## src/rtl/vga_timing_gen_pkg.sv

```systemverilog
// Shared VGA timing constants (1024x768@60, 65 MHz) and small helpers.
package vga_timing_gen_pkg;

    localparam int CNT_W = 11;
    localparam int RGB_W = 12;

    localparam int HOR_PIXELS     = 1024;
    localparam int HOR_TOTAL      = 1344;
    localparam int HOR_SYNC_START = 1048;
    localparam int HOR_SYNC_TIME  = 136;

    localparam int VER_PIXELS     = 768;
    localparam int VER_TOTAL      = 806;
    localparam int VER_SYNC_START = 771;
    localparam int VER_SYNC_TIME  = 6;

    typedef logic [CNT_W-1:0] cnt_t;

    // True when value lies in [start, start+len); widened to int so nothing truncates.
    function automatic logic in_window(cnt_t value, int start, int len);
        return (int'(value) >= start) && (int'(value) < start + len);
    endfunction

    // One axis is legal when the counter fits 11 bits and sync sits inside blanking.
    function automatic logic timing_legal(int total, int pixels, int sync_start, int sync_time);
        return (total >= 1) && (total <= 2047) && (pixels >= 0) && (pixels <= total) &&
               (sync_time >= 1) && (sync_start >= pixels) && (sync_start + sync_time <= total);
    endfunction

endpackage

```

## src/rtl/vga_if.sv

```systemverilog
// Pixel-stream bundle passed along the draw chain.
interface vga_if;
    import vga_timing_gen_pkg::*;

    cnt_t             hcount;
    cnt_t             vcount;
    logic             hsync;
    logic             hblnk;
    logic             vsync;
    logic             vblnk;
    logic [RGB_W-1:0] rgb;

    modport out (output hcount, vcount, hsync, hblnk, vsync, vblnk, rgb);
    modport in  (input  hcount, vcount, hsync, hblnk, vsync, vblnk, rgb);
endinterface

```

## src/rtl/vga_wrap_counter.sv

```systemverilog
// 11-bit enabled counter that wraps to 0 after wrap_value; exposes its next value.
module vga_wrap_counter
    import vga_timing_gen_pkg::*;
(
    input  logic clk,
    input  logic rst,
    input  logic en,
    input  cnt_t wrap_value,
    output cnt_t count,
    output cnt_t count_next,
    output logic wrap
);

    // Next value and wrap pulse; the wrap only fires on an enabled advance.
    always_comb begin
        // NOTE: every always_comb output gets a default first so no path can infer a latch.
        wrap       = en && (count == wrap_value);
        count_next = count;
        if (en) begin
            count_next = wrap ? '0 : count + cnt_t'(1);
        end
    end

    // Counter register with synchronous reset.
    always_ff @(posedge clk) begin
        // NOTE: sequential state uses non-blocking assignments so all registers update together.
        if (rst) count <= '0;
        else     count <= count_next;
    end

endmodule

```

## src/rtl/vga_timing_gen.sv

```systemverilog
// Source of the vga_if pixel stream: counters, sync/blank decode, frame/line strobes.
module vga_timing_gen
    import vga_timing_gen_pkg::*;
#(
    parameter int HOR_PIXELS       = vga_timing_gen_pkg::HOR_PIXELS,
    parameter int HOR_TOTAL        = vga_timing_gen_pkg::HOR_TOTAL,
    parameter int HOR_SYNC_START   = vga_timing_gen_pkg::HOR_SYNC_START,
    parameter int HOR_SYNC_TIME    = vga_timing_gen_pkg::HOR_SYNC_TIME,
    parameter int VER_PIXELS       = vga_timing_gen_pkg::VER_PIXELS,
    parameter int VER_TOTAL        = vga_timing_gen_pkg::VER_TOTAL,
    parameter int VER_SYNC_START   = vga_timing_gen_pkg::VER_SYNC_START,
    parameter int VER_SYNC_TIME    = vga_timing_gen_pkg::VER_SYNC_TIME,
    parameter int SYNC_ACTIVE_HIGH = 1
) (
    input  logic        clk,
    input  logic        rst,
    input  logic        en,
    vga_if.out          out,
    output logic        frame_start,
    output logic        line_start,
    output logic [15:0] frame_cnt
);

    if (!timing_legal(HOR_TOTAL, HOR_PIXELS, HOR_SYNC_START, HOR_SYNC_TIME) ||
        !timing_legal(VER_TOTAL, VER_PIXELS, VER_SYNC_START, VER_SYNC_TIME)) begin : gen_bad_params
        $error("vga_timing_gen: sync window must lie inside blanking and totals must be 1..2047");
    end

    localparam cnt_t H_LAST    = cnt_t'(HOR_TOTAL - 1);
    localparam cnt_t V_LAST    = cnt_t'(VER_TOTAL - 1);
    localparam cnt_t H_ACTIVE  = cnt_t'(HOR_PIXELS);
    localparam cnt_t V_ACTIVE  = cnt_t'(VER_PIXELS);
    localparam logic SYNC_ON   = (SYNC_ACTIVE_HIGH != 0);

    cnt_t h_count, h_next, v_count, v_next;
    logic h_wrap, v_wrap;
    logic hsync_next, hblnk_next, vsync_next, vblnk_next;
    logic hsync_q, hblnk_q, vsync_q, vblnk_q;

    vga_wrap_counter u_hcnt (
        .clk        (clk),
        .rst        (rst),
        .en         (en),
        .wrap_value (H_LAST),
        .count      (h_count),
        .count_next (h_next),
        .wrap       (h_wrap)
    );

    // Vertical counter advances on the horizontal wrap; its wrap marks the end of a frame.
    vga_wrap_counter u_vcnt (
        .clk        (clk),
        .rst        (rst),
        .en         (h_wrap),
        .wrap_value (V_LAST),
        .count      (v_count),
        .count_next (v_next),
        .wrap       (v_wrap)
    );

    // Decode from the next counter values so registered fields line up with the counters.
    always_comb begin
        hblnk_next = (h_next >= H_ACTIVE);
        vblnk_next = (v_next >= V_ACTIVE);
        hsync_next = in_window(h_next, HOR_SYNC_START, HOR_SYNC_TIME) ? SYNC_ON : !SYNC_ON;
        vsync_next = in_window(v_next, VER_SYNC_START, VER_SYNC_TIME) ? SYNC_ON : !SYNC_ON;
    end

    // Output registers: hold while frozen, strobes only on an enabled advance.
    always_ff @(posedge clk) begin
        if (rst) begin
            hblnk_q     <= 1'b0;
            vblnk_q     <= 1'b0;
            hsync_q     <= !SYNC_ON;
            vsync_q     <= !SYNC_ON;
            line_start  <= 1'b0;
            frame_start <= 1'b0;
            frame_cnt   <= '0;
        end else if (en) begin
            hblnk_q     <= hblnk_next;
            vblnk_q     <= vblnk_next;
            hsync_q     <= hsync_next;
            vsync_q     <= vsync_next;
            line_start  <= h_wrap;
            frame_start <= v_wrap;
            if (v_wrap) frame_cnt <= frame_cnt + 16'd1;
        end else begin
            line_start  <= 1'b0;
            frame_start <= 1'b0;
        end
    end

    assign out.hcount = h_count;
    assign out.vcount = v_count;
    assign out.hsync  = hsync_q;
    assign out.hblnk  = hblnk_q;
    assign out.vsync  = vsync_q;
    assign out.vblnk  = vblnk_q;
    assign out.rgb    = '0;

endmodule

```

## src/flat_wrapper.sv

```systemverilog
// flat-port wrapper written by rule: the top's interface ports become plain ports
module vga_timing_gen_flat import vga_timing_gen_pkg::*;
#(
    parameter int HOR_PIXELS       = vga_timing_gen_pkg::HOR_PIXELS,
    parameter int HOR_TOTAL        = vga_timing_gen_pkg::HOR_TOTAL,
    parameter int HOR_SYNC_START   = vga_timing_gen_pkg::HOR_SYNC_START,
    parameter int HOR_SYNC_TIME    = vga_timing_gen_pkg::HOR_SYNC_TIME,
    parameter int VER_PIXELS       = vga_timing_gen_pkg::VER_PIXELS,
    parameter int VER_TOTAL        = vga_timing_gen_pkg::VER_TOTAL,
    parameter int VER_SYNC_START   = vga_timing_gen_pkg::VER_SYNC_START,
    parameter int VER_SYNC_TIME    = vga_timing_gen_pkg::VER_SYNC_TIME,
    parameter int SYNC_ACTIVE_HIGH = 1
)
  (clk, rst, en, frame_start, line_start, frame_cnt, out_hcount, out_vcount, out_hsync, out_hblnk, out_vsync, out_vblnk, out_rgb);
  vga_if out_i ();
  input  logic clk;
  input  logic rst;
  input  logic en;
  output logic frame_start;
  output logic line_start;
  output logic [15:0] frame_cnt;
  output wire logic [$bits(out_i.hcount)-1:0] out_hcount;
  output wire logic [$bits(out_i.vcount)-1:0] out_vcount;
  output wire logic [$bits(out_i.hsync)-1:0] out_hsync;
  output wire logic [$bits(out_i.hblnk)-1:0] out_hblnk;
  output wire logic [$bits(out_i.vsync)-1:0] out_vsync;
  output wire logic [$bits(out_i.vblnk)-1:0] out_vblnk;
  output wire logic [$bits(out_i.rgb)-1:0] out_rgb;
  assign out_hcount = out_i.hcount;
  assign out_vcount = out_i.vcount;
  assign out_hsync = out_i.hsync;
  assign out_hblnk = out_i.hblnk;
  assign out_vsync = out_i.vsync;
  assign out_vblnk = out_i.vblnk;
  assign out_rgb = out_i.rgb;
  vga_timing_gen #(.HOR_PIXELS(HOR_PIXELS), .HOR_TOTAL(HOR_TOTAL), .HOR_SYNC_START(HOR_SYNC_START), .HOR_SYNC_TIME(HOR_SYNC_TIME), .VER_PIXELS(VER_PIXELS), .VER_TOTAL(VER_TOTAL), .VER_SYNC_START(VER_SYNC_START), .VER_SYNC_TIME(VER_SYNC_TIME), .SYNC_ACTIVE_HIGH(SYNC_ACTIVE_HIGH)) u_core (.clk(clk), .rst(rst), .en(en), .out(out_i), .frame_start(frame_start), .line_start(line_start), .frame_cnt(frame_cnt));
endmodule
```

## config.mk

```make
export PLATFORM = sky130hd
export DESIGN_NAME = vga_timing_gen_flat
export DESIGN_NICKNAME = d
export VERILOG_FILES = /design/src/rtl/vga_timing_gen_pkg.sv /design/src/rtl/vga_if.sv /design/src/rtl/vga_wrap_counter.sv /design/src/rtl/vga_timing_gen.sv /design/src/flat_wrapper.sv
export SDC_FILE = /design/constraint.sdc
export NUM_CORES = 1
export LEC_CHECK = 0
export ABC_AREA = 1
export BUFFER_PORTS_ARGS = -buffer_cell sky130_fd_sc_hd__buf_2
export CAP_MARGIN = 20
export CORE_MARGIN = 5
export CORE_UTILIZATION = 50
export DETAILED_ROUTE_END_ITERATION = 10
export PLACE_DENSITY = 0.78
export SYNTH_ARGS = -nofsm -noshare
export SYNTH_HDL_FRONTEND = slang
export SYNTH_HIERARCHICAL = 1
export SYNTH_SLANG_ARGS = --single-unit
```

## constraint.sdc

```tcl
create_clock -name clk -period 2.6 [get_ports clk]
set_input_delay 0.26 -clock clk [delete_from_list [all_inputs] [get_ports clk]]
set_output_delay 0.26 -clock clk [all_outputs]
set_load 0.005 [all_outputs]
```

# Word-level counts from Yosys, hierarchy flattened
# Index checks and enable logic that the tools add are counted.
[totals]
reg_bits = 44
in_bits = 3
output_inout_bits = 56
word_cells = 33
[op_classes]
add_sub_neg = 3
magnitude_cmp = 6
eq_ne = 2
muxes = 6
n_bitwise = 1
n_reduce_logical = 6
[op_table]
columns = ["operator", "count"]
rows = [
  ["11-bit two-way mux", 4],
  ["11-bit by 1-bit adder with 11-bit output, second input constant", 2],
  ["11-bit by 10-bit >= comparator with 1-bit output, second input constant", 2],
  ["11-bit >= comparator, second input constant", 2],
  ["16-bit by 1-bit adder with 16-bit output, second input constant", 1],
  ["11-bit by 10-bit equality test with 1-bit output, second input constant", 1],
  ["11-bit equality test, second input constant", 1],
  ["11-bit by 10-bit < comparator with 1-bit output, second input constant", 1],
  ["11-bit < comparator, second input constant", 1],
  ["1-bit logical AND", 4],
  ["1-bit two-way mux", 2],
  ["2-bit AND reduction", 1],
  ["2-bit OR reduction", 1],
  ["1-bit NOT", 1],
]

# Logic depth before layout (Yosys ltp)
# Gate-level depths: netlist of the first run.
[logic_depth]
depth_word = 8
mapped_depth = 22
mapped_depth_nobuf = 19

# Modules after synthesis
# Netlist of the first run, hierarchy kept.
[modules_own_cells]
columns = ["module", "instances", "cells_per_inst", "area_each_um2", "seq_area_each_um2"]
rows = [
  ["vga_wrap_counter", 2, 161, 873.3, 220.2],
  ["vga_timing_gen", 1, 168, 1163.6, 440.4],
]

# Worst setup path after synthesis of the first run
# No wires, ideal clock.
[synth_timing]
path_type = "register -> register"
from = "reg u_core.u_hcnt.count[0]"
to = "reg u_core.frame_cnt[14]"
setup_time_ns = 0.113
t_arrival_ns = 2.241
required_ns = 2.487
slack_ns = 0.246
stages_incl_launch_ff = 21
n_path_buf = 3
period_less_slack_ns = 2.354
cell_sequence = "dfxtp_1 -> inv_1 -> nand2_1 -> nand3_1 -> nor2_1 -> nand3_1 -> inv_2 -> buf_6 -> buf_4 -> nand4_1 -> nor2_1 -> nand3_1 -> inv_2 -> buf_6 -> nand2_4 -> clkinv_2 -> nand4_1 -> nor2_1 -> nand2_1 -> nand2_1 -> nor2_1"
[synth_between]
elab_chain_len = 4
[synth_lines]
columns = ["element", "line", "rtl"]
rows = [
  ["start, declared", "vga_wrap_counter.sv:9", "output cnt_t count,"],
  ["start signal, assigned", "vga_wrap_counter.sv:28", "else count <= count_next;"],
  ["11-bit equality test", "vga_wrap_counter.sv:17", "wrap = en && (count == wrap_value);"],
  ["1-bit logical AND", "vga_wrap_counter.sv:17", ""],
  ["net u_core.h_wrap", "vga_timing_gen.sv:36", "logic h_wrap, v_wrap;"],
  ["1-bit logical AND", "vga_wrap_counter.sv:17", ""],
  ["net u_core.v_wrap", "vga_timing_gen.sv:36", ""],
  ["2-bit AND reduction (no line)", "n/a", ""],
  ["end signal, assigned", "vga_timing_gen.sv:86", "if (v_wrap) frame_cnt <= frame_cnt + 16'd1;"],
  ["end, declared", "vga_timing_gen.sv:21", "output logic [15:0] frame_cnt"],
]
# The timed path passes the listed nets, and every way through them passes these cells.
# A chain may end at the register's enable or synchronous reset.

# Final worst setup path of the first run
[layout_timing]
from = "reg u_core.u_hcnt.count[4]"
to = "reg u_core.vsync_q (netlist: u_core/out.vsync)"
[layout_between]
elab_chain_len = 8
elab_cells_between_ends = 9
cone_classes = "order compare (2); eq/ne (1); mux (3); reduce/logical (3)"
[layout_lines]
columns = ["element", "line", "rtl"]
rows = [
  ["11-bit equality test (*)", "vga_wrap_counter.sv:17", ""],
  ["1-bit logical AND (*)", "vga_wrap_counter.sv:17", ""],
  ["net u_core.h_wrap", "vga_timing_gen.sv:36", ""],
  ["1-bit logical AND", "vga_wrap_counter.sv:17", ""],
  ["11-bit two-way mux", "vga_wrap_counter.sv:20", "count_next = wrap ? '0 : count + cnt_t'(1);"],
  ["11-bit two-way mux (*)", "vga_wrap_counter.sv:19", "if (en) begin"],
  ["net u_core.v_next[10]", "vga_timing_gen.sv:35", "cnt_t h_count, h_next, v_count, v_next;"],
  ["11-bit by 10-bit >= comparator with 1-bit output / 11-bit by 10-bit < comparator with 1-bit output (equally long branches)", "vga_timing_gen_pkg.sv:21", "return (int'(value) >= start) && (int'(value) < start + len);"],
  ["1-bit logical AND (*)", "vga_timing_gen_pkg.sv:21", ""],
  ["1-bit two-way mux (*)", "vga_timing_gen.sv:66", "vsync_next = in_window(v_next, VER_SYNC_START, VER_SYNC_TIME) ? SYNC_ON : !SYNC_ON;"],
  ["end signal, assigned", "vga_timing_gen.sv:75", "vsync_q <= !SYNC_ON;"],
  ["end signal, assigned", "vga_timing_gen.sv:83", "vsync_q <= vsync_next;"],
  ["end, declared", "vga_timing_gen.sv:38", "logic hsync_q, hblnk_q, vsync_q, vblnk_q;"],
]
# The timed path passes the listed nets; every way through them passes the cells marked *.

==> impl_metrics.yaml, run 1 <==
cts:
  path_clk_slew_ns: 0.09
  post_cts_buffers: 0
  cts_sinks: 44
  clockBufferDepth: 2
  tritoncts: "yes"
  cts-resized-gates: 0
  clockRootBuffer: "clkbuf_8"
  clk_latency_ns: 0.29
  cts_hold_buffers: 0
  htreeDepth: 2
  cts_buffers: 5
place:
  hpwl_mm: 5.405
  place_worst_setup_slack_ns: 0.2710
  routabilityCongestion: 0.9146
  io_buffers: 46
  place_inst: 647
  place_area_sq_mm: 0.003337
setup_path:
  cp_data_required_time_ns: 2.83
  end_kind: "flop"
  cp.arrival_ns: 2.50
  cp-start-kind: "flop"
  crit_path_max_fanout: 18
  criticalPathCategory: "reg2reg"
cells_and_area:
  instances_no_fill: 654
  n_antenna_cell: 0
  final_util_pct: 61.50
  nNetsFinal: 588
  drive_above_1_share_pct: 13.57
  area_growth_pct: 18.26
  final_area_sq_mm: 0.003428
detailed_routing:
  num_vias: 2984
  wl_per_cell_um: 10.48
  detail-route-antenna-nets: 0
  drt_iter0_drc: 149
  viasPerCell: 4.563
  post-route-drc-count: 0
  totalWireLength_mm: 6.856
  dr.pass1.iters: 5
pwr:
  pwr-share-seq_pct: 57.0
  static-leakage-power_uw: 0.001853
  power.density_mw_per_mm2: 346.7
  p_sw_uw: 297.6
  power_switching_share_pct: 25.04
  p_comb_share_pct: 8.5
  internal_power_uw: 890.9
  ir_drop_mv: 0.3250
  p_clk_share_pct: 34.5
timing:
  finalSetupTns_ns: 0
  fmax_ghz: 0.4392
  rsz0062_at_grt: "no"
  fin_crit_sh_pct: 87.57
  skew_ns: 0.009999
  fin_crit_ns: 2.277
  drv_slew: 0
  setup_ws_ns: 0.3233
  setup_viol: 0
  hold_violations: 0
global_route:
  grt_max_degree: 32
  grt_pass1_wl_mm: 11.70
  grt.met3_usage_pct: 5.091
  grt_pass1_vias: 2710
  grt.total_usage_pct: 19.16
  grtUsageMet1_pct: 25.22
  grt_most_used_layer: "met2"
  grt_util_met2_pct: 30.62
  overflow: 0
  antenna_found_initial: 0
synth:
  syn-mean-instance-area_sq_um: 5.953
  yosys_warnings: 6
  synthCells: 487
  synth_area_sq_mm: 0.002899
flow_run:
  maxCapViolCount: 0
floorplanning:
  start_util_pct: 52.01
  dieArea_sq_mm: 0.007421
  core_sq_mm: 0.005574
  die_y_um: 86.15
  die_w_um: 86.15
  io_pins: 59
  rows: 27
run_status:
  status: "finished clean"
worst_hold_path:
  min_path_type: "in2reg"
metal layers:
layer / share of wire (%) / up-vias
met5: 0 / -
met2: 43 / 92
met3: 7.7 / 8
li1: - / 1609
met1: 49 / 1275
met4: 1.2 / 0
power by group through the flow:
stage	clock network [uW]	logic, uW	registers (uW)
final	410	101	678
after global routing	456	119	679
after CTS	424	97.4	678
after detailed placement	0	97.0	694
after global placement	0	96.3	694
after floorplan	0	85.2	696
through the flow:
stage	total power, uW	hold WS (ns)
floorplan	781.2	0.3393
global placement	789.9	0.4505
detailed placement	791.0	0.4530
CTS	1200	0.3948
global route	1254	0.4174
finish	1189	0.4001
worst paths after layout:
check        cells after the start                              start                            end  slack (ns)
max                             17  u_core/u_hcnt/count[4]$_SDFF_PP0_  u_core/out.vsync$_SDFFE_PP0P_        0.32
min                              4                                 en   u_core/line_start$_SDFF_PP0_        0.40
max reg2reg                     17  u_core/u_hcnt/count[4]$_SDFF_PP0_  u_core/out.vsync$_SDFFE_PP0P_        0.32
min reg2reg                      2      u_core/out.hblnk$_SDFFE_PP0P_  u_core/out.hblnk$_SDFFE_PP0P_        0.47
critical path, cell delays in order (launching register included):
cell and delay (ns):
dfxtp_1 0.37, inv_1 0.07, nand2_1 0.07, nand4_1 0.09, nor2_1 0.12, nand3_1 0.09, inv_2 0.15, buf_8 0.19
nand2_1 0.07, nor2_1 0.10, nand2_1 0.12, nand3_1 0.15, inv_1 0.08, nor2_1 0.14, nand2_1 0.07, a21oi_1 0.11
nand3_1 0.09, a21oi_1 0.12
cell type report:
| cell class | instances | area, sq um |
|---|---|---|
| Multi-Input combinational cell | 395 | 1767 |
| Clock buffer | 5 | 68.82 |
| Fill cell | 579 | 2146 |
| Timing Repair Buffer | 54 | 297.8 |
| Clock inverter | 2 | 12.51 |
| Sequential cell | 44 | 883.3 |
| Tap cell | 72 | 90.09 |
| Inverter | 82 | 309.0 |
placed cells by master (no fill, tap or decap), types with 9 or more instances in the layout:
cell type / n
nand2_1: 144
nor2_1: 84
inv_1: 77
conb_1: 56
buf_2: 46
dfxtp_1: 42
nand3_1: 30
nor3_1: 15
a21oi_1: 14
o21ai_0: 12
xor2_1: 12
nand4_1: 9
flip-flops by register name, indices dropped and copies added (netlist names):
name and cells:
u_core/out.vblnk 1, u_core/u_hcnt/count 11, u_core/frame_start 1, u_core/frame_cnt 16
u_core/out.hblnk 1, u_core/line_start 1, u_core/out.hsync 1, u_core/out.vsync 1
u_core/u_vcnt/count 11
Note: power is estimated with default switching activity, not from simulation.
==> inputs of run 2 (changes only) <==
--- a/config.mk
+++ b/config.mk
@@ -11,8 +11,7 @@
 export CORE_MARGIN = 5
 export CORE_UTILIZATION = 50
 export DETAILED_ROUTE_END_ITERATION = 10
-export PLACE_DENSITY = 0.78
+export PLACE_DENSITY = 0.79
 export SYNTH_ARGS = -nofsm -noshare
 export SYNTH_HDL_FRONTEND = slang
-export SYNTH_HIERARCHICAL = 1
 export SYNTH_SLANG_ARGS = --single-unit
==> impl_metrics.yaml, run 2 <==
pwr:
  power_switching_share_pct: 22.74
  p_clk_share_pct: 36.0
  power.density_mw_per_mm2: 398.9
  p_comb_share_pct: 3.8
  pwr-share-seq_pct: 60.2
  static-leakage-power_uw: 0.001402
  ir_drop_mv: 0.2524
  internal_power_uw: 871.8
  p_sw_uw: 256.6
cts:
  clockBufferDepth: 2
  path_clk_slew_ns: 0.08
  post_cts_buffers: 0
  tritoncts: "yes"
  cts_hold_buffers: 0
  cts_sinks: 44
  cts_buffers: 5
  cts-resized-gates: 0
  clockRootBuffer: "clkbuf_8"
  clk_latency_ns: 0.30
  htreeDepth: 2
global_route:
  antenna_found_initial: 0
  grt_pass1_wl_mm: 9.673
  overflow: 0
  grt_max_degree: 25
  grt_pass1_vias: 2200
  grt.total_usage_pct: 18.79
synth:
  synthTopCellsByCount: "79 x nand2_1, 55 x nor2_1, 53 x inv_1"
  synth_most_common_cell: "nand2_1"
  syn-mean-instance-area_sq_um: 6.752
  synthCells: 371
  netlist_top_cells_area: "dfxtp_1 35%, nand2_1 12%, nor2_1 8.2%"
  synth_edf_count: 0
  async_flop_share_pct: 0
  synthDistinctLibCells: 37
  yosysTopAreaCell: "dfxtp_1"
  yosys_warnings: 0
  netlist.area_leader.share_pct: 35.16
  synth_ff_type: "dfxtp_1"
  seq_area_frac_synth_pct: 35.16
  synth-seq-cells: 44
  synth_area_sq_mm: 0.002505
setup_path:
  end_kind: "flop"
  crit_chain: "ha_1, nand3_2, nor2_4, nand2_4, nor2_8, nand3b_4, nor2_4, nand2_1, o21ai_1, a21oi_1"
  criticalPathCategory: "reg2reg"
  cpPeakStageDelay_ns: 0.37
  cp-start-kind: "flop"
  worst_path_max_delay_cell: "dfxtp_1"
  crit_top_cell: "nor2_4"
  cp.arrival_ns: 2.21
  r2r_cells: 10
  r2r-end: "u_core.frame_cnt[11]$_SDFFE_PP0P_"
  crit_path_max_fanout: 9
  reg2reg_from: "u_core.u_hcnt.count[0]$_SDFF_PP0_"
  cp_data_required_time_ns: 2.79
  rrSetupSlack_ns: 0.58
timing:
  fin_crit_sh_pct: 77.84
  worstMarginPinSlew_ns: 0.5273
  setup_viol: 0
  drv_slew: 0
  skew_ns: 0.006590
  fin_hold_ws_ns: 0.3256
  fin_crit_ns: 2.024
  fmax_ghz: 0.4941
  rsz0062_at_grt: "no"
  hold_violations: 0
  finalSetupTns_ns: 0
  relSlewSlack_pct: 64.81
cells_and_area:
  nNetsFinal: 426
  area_growth_pct: 12.94
  mostFrequentLayoutCell: "nand2_1"
  top_register: "u_core.frame_cnt"
  final_util_pct: 59.11
  layout_common_cells: "79 x nand2_1, 55 x nor2_1, 53 x inv_1, 46 x buf_2, 44 x dfxtp_1"
  n_antenna_cell: 0
  final_area_sq_mm: 0.002829
  drive_above_1_share_pct: 16.95
  largest_register_ffs: 16
  reg_top3: "u_core.frame_cnt: 16 flops, u_core.u_hcnt.count: 11 flops, u_core.u_vcnt.count: 11 flops"
  num-fill-cells: 472
detailed_routing:
  drt_iter0_drc: 140
  num_vias: 2412
  dr.pass1.iters: 4
  viasPerCell: 4.963
  totalWireLength_mm: 5.768
  detail-route-antenna-nets: 0
  wl_per_cell_um: 11.87
  post-route-drc-count: 0
run_status:
  status: "finished clean"
flow_run:
  maxCapViolCount: 0
place:
  io_buffers: 46
  place_area_sq_mm: 0.002751
  hpwl_mm: 4.433
  routabilityCongestion: 0.9126
floorplanning:
  io_pins: 59
  dieArea_sq_mm: 0.006525
  core_sq_mm: 0.004786
  die_y_um: 80.78
  start_util_pct: 52.34
  die_w_um: 80.78
  rows: 25
worst_hold_path:
  hold_end: "u_core.u_hcnt.count[0]$_SDFF_PP0_"
  hp-start: "en"
  min_path_type: "in2reg"
  min_path_cells: 3
## run 2: metrics by stage
| step | setup slack [ns] | power (uW) | std cells |
|---|---|---|---|
| after detailed placement | 0.5880 | 737.6 | 479 |
| after global placement | 0.6550 | 736.8 | 479 |
| after global routing | 0.2397 | 1184 | 486 |
| after floorplan | 0.8226 | 739.2 | 382 |
| final | 0.5761 | 1128 | 486 |
| after CTS | 0.5661 | 1145 | 486 |
## run 2: worst max path at each step
stage                                 startpoint                           endpoint  slack [ns]  depth (start not counted)
5_1_grt        u_core.u_hcnt.count[1]$_SDFF_PP0_      u_core.out.vsync$_SDFFE_PP0P_        0.24                         14
4_1_cts        u_core.u_hcnt.count[0]$_SDFF_PP0_   u_core.frame_cnt[9]$_SDFFE_PP0P_        0.57                         10
2_1_floorplan  u_core.u_hcnt.count[0]$_SDFF_PP0_  u_core.frame_cnt[14]$_SDFFE_PP0P_        0.82                          9
6_report       u_core.u_hcnt.count[0]$_SDFF_PP0_  u_core.frame_cnt[11]$_SDFFE_PP0P_        0.58                         10
3_3_place_gp   u_core.u_hcnt.count[0]$_SDFF_PP0_  u_core.frame_cnt[11]$_SDFFE_PP0P_        0.66                         10
3_5_place_dp   u_core.u_hcnt.count[0]$_SDFF_PP0_   u_core.frame_cnt[9]$_SDFFE_PP0P_        0.59                         10
## run 2: logic make-up (layout without fill, tap and decap cells)
kind of cell    count (synthesis)  after routing  synth area share [%]
compound gates                 45             45                 9.790
xor+xnor                        6              6                 2.098
fa+ha+maj                       4              4                 1.998
buf+inv                        73            110                 13.19
flops                          44             44                 35.16
other cells                     1             12                0.1497
simple gates                  198            198                 37.61
## run 2: power by group through the flow
stage	logic (uW)	clock network [uW]	registers, uW
2_1_floorplan	43.4	0	696
4_1_cts	42.0	423	680
5_1_grt	49.4	454	681
6_report	42.5	406	680
3_5_place_dp	41.9	0	696
3_3_place_gp	41.5	0	695
## run 2: routing by layer
layer	part of all wire, %	up-vias	track usage (%)	wire, um
li1	-	1245	-	-
met1	45	1083	23.38	2599
met2	47	77	32.04	2728
met3	6.5	7	3.437	376
met4	1.1	0	7.601	65
met5	0	-	0	0
## run 2: area by class of cell
class	instances	area (sq um)	share of cell area [%]
Inverter	55	206.4	7.298
Tap cell	67	83.83	2.963
Sequential cell	44	880.8	31.14
Timing Repair Buffer	48	245.2	8.669
Clock inverter	1	5.005	0.1769
Clock buffer	6	72.57	2.565
Multi-Input combinational cell	265	1335	47.19
## run 2: critical path: cells and delay by family (launching register included)
family,cells,cell delay (ns)
and+or+nand+nor,7,1.11
DFF,1,0.37
adders and majority gates,1,0.25
AOI/OAI and AO/OA,2,0.18
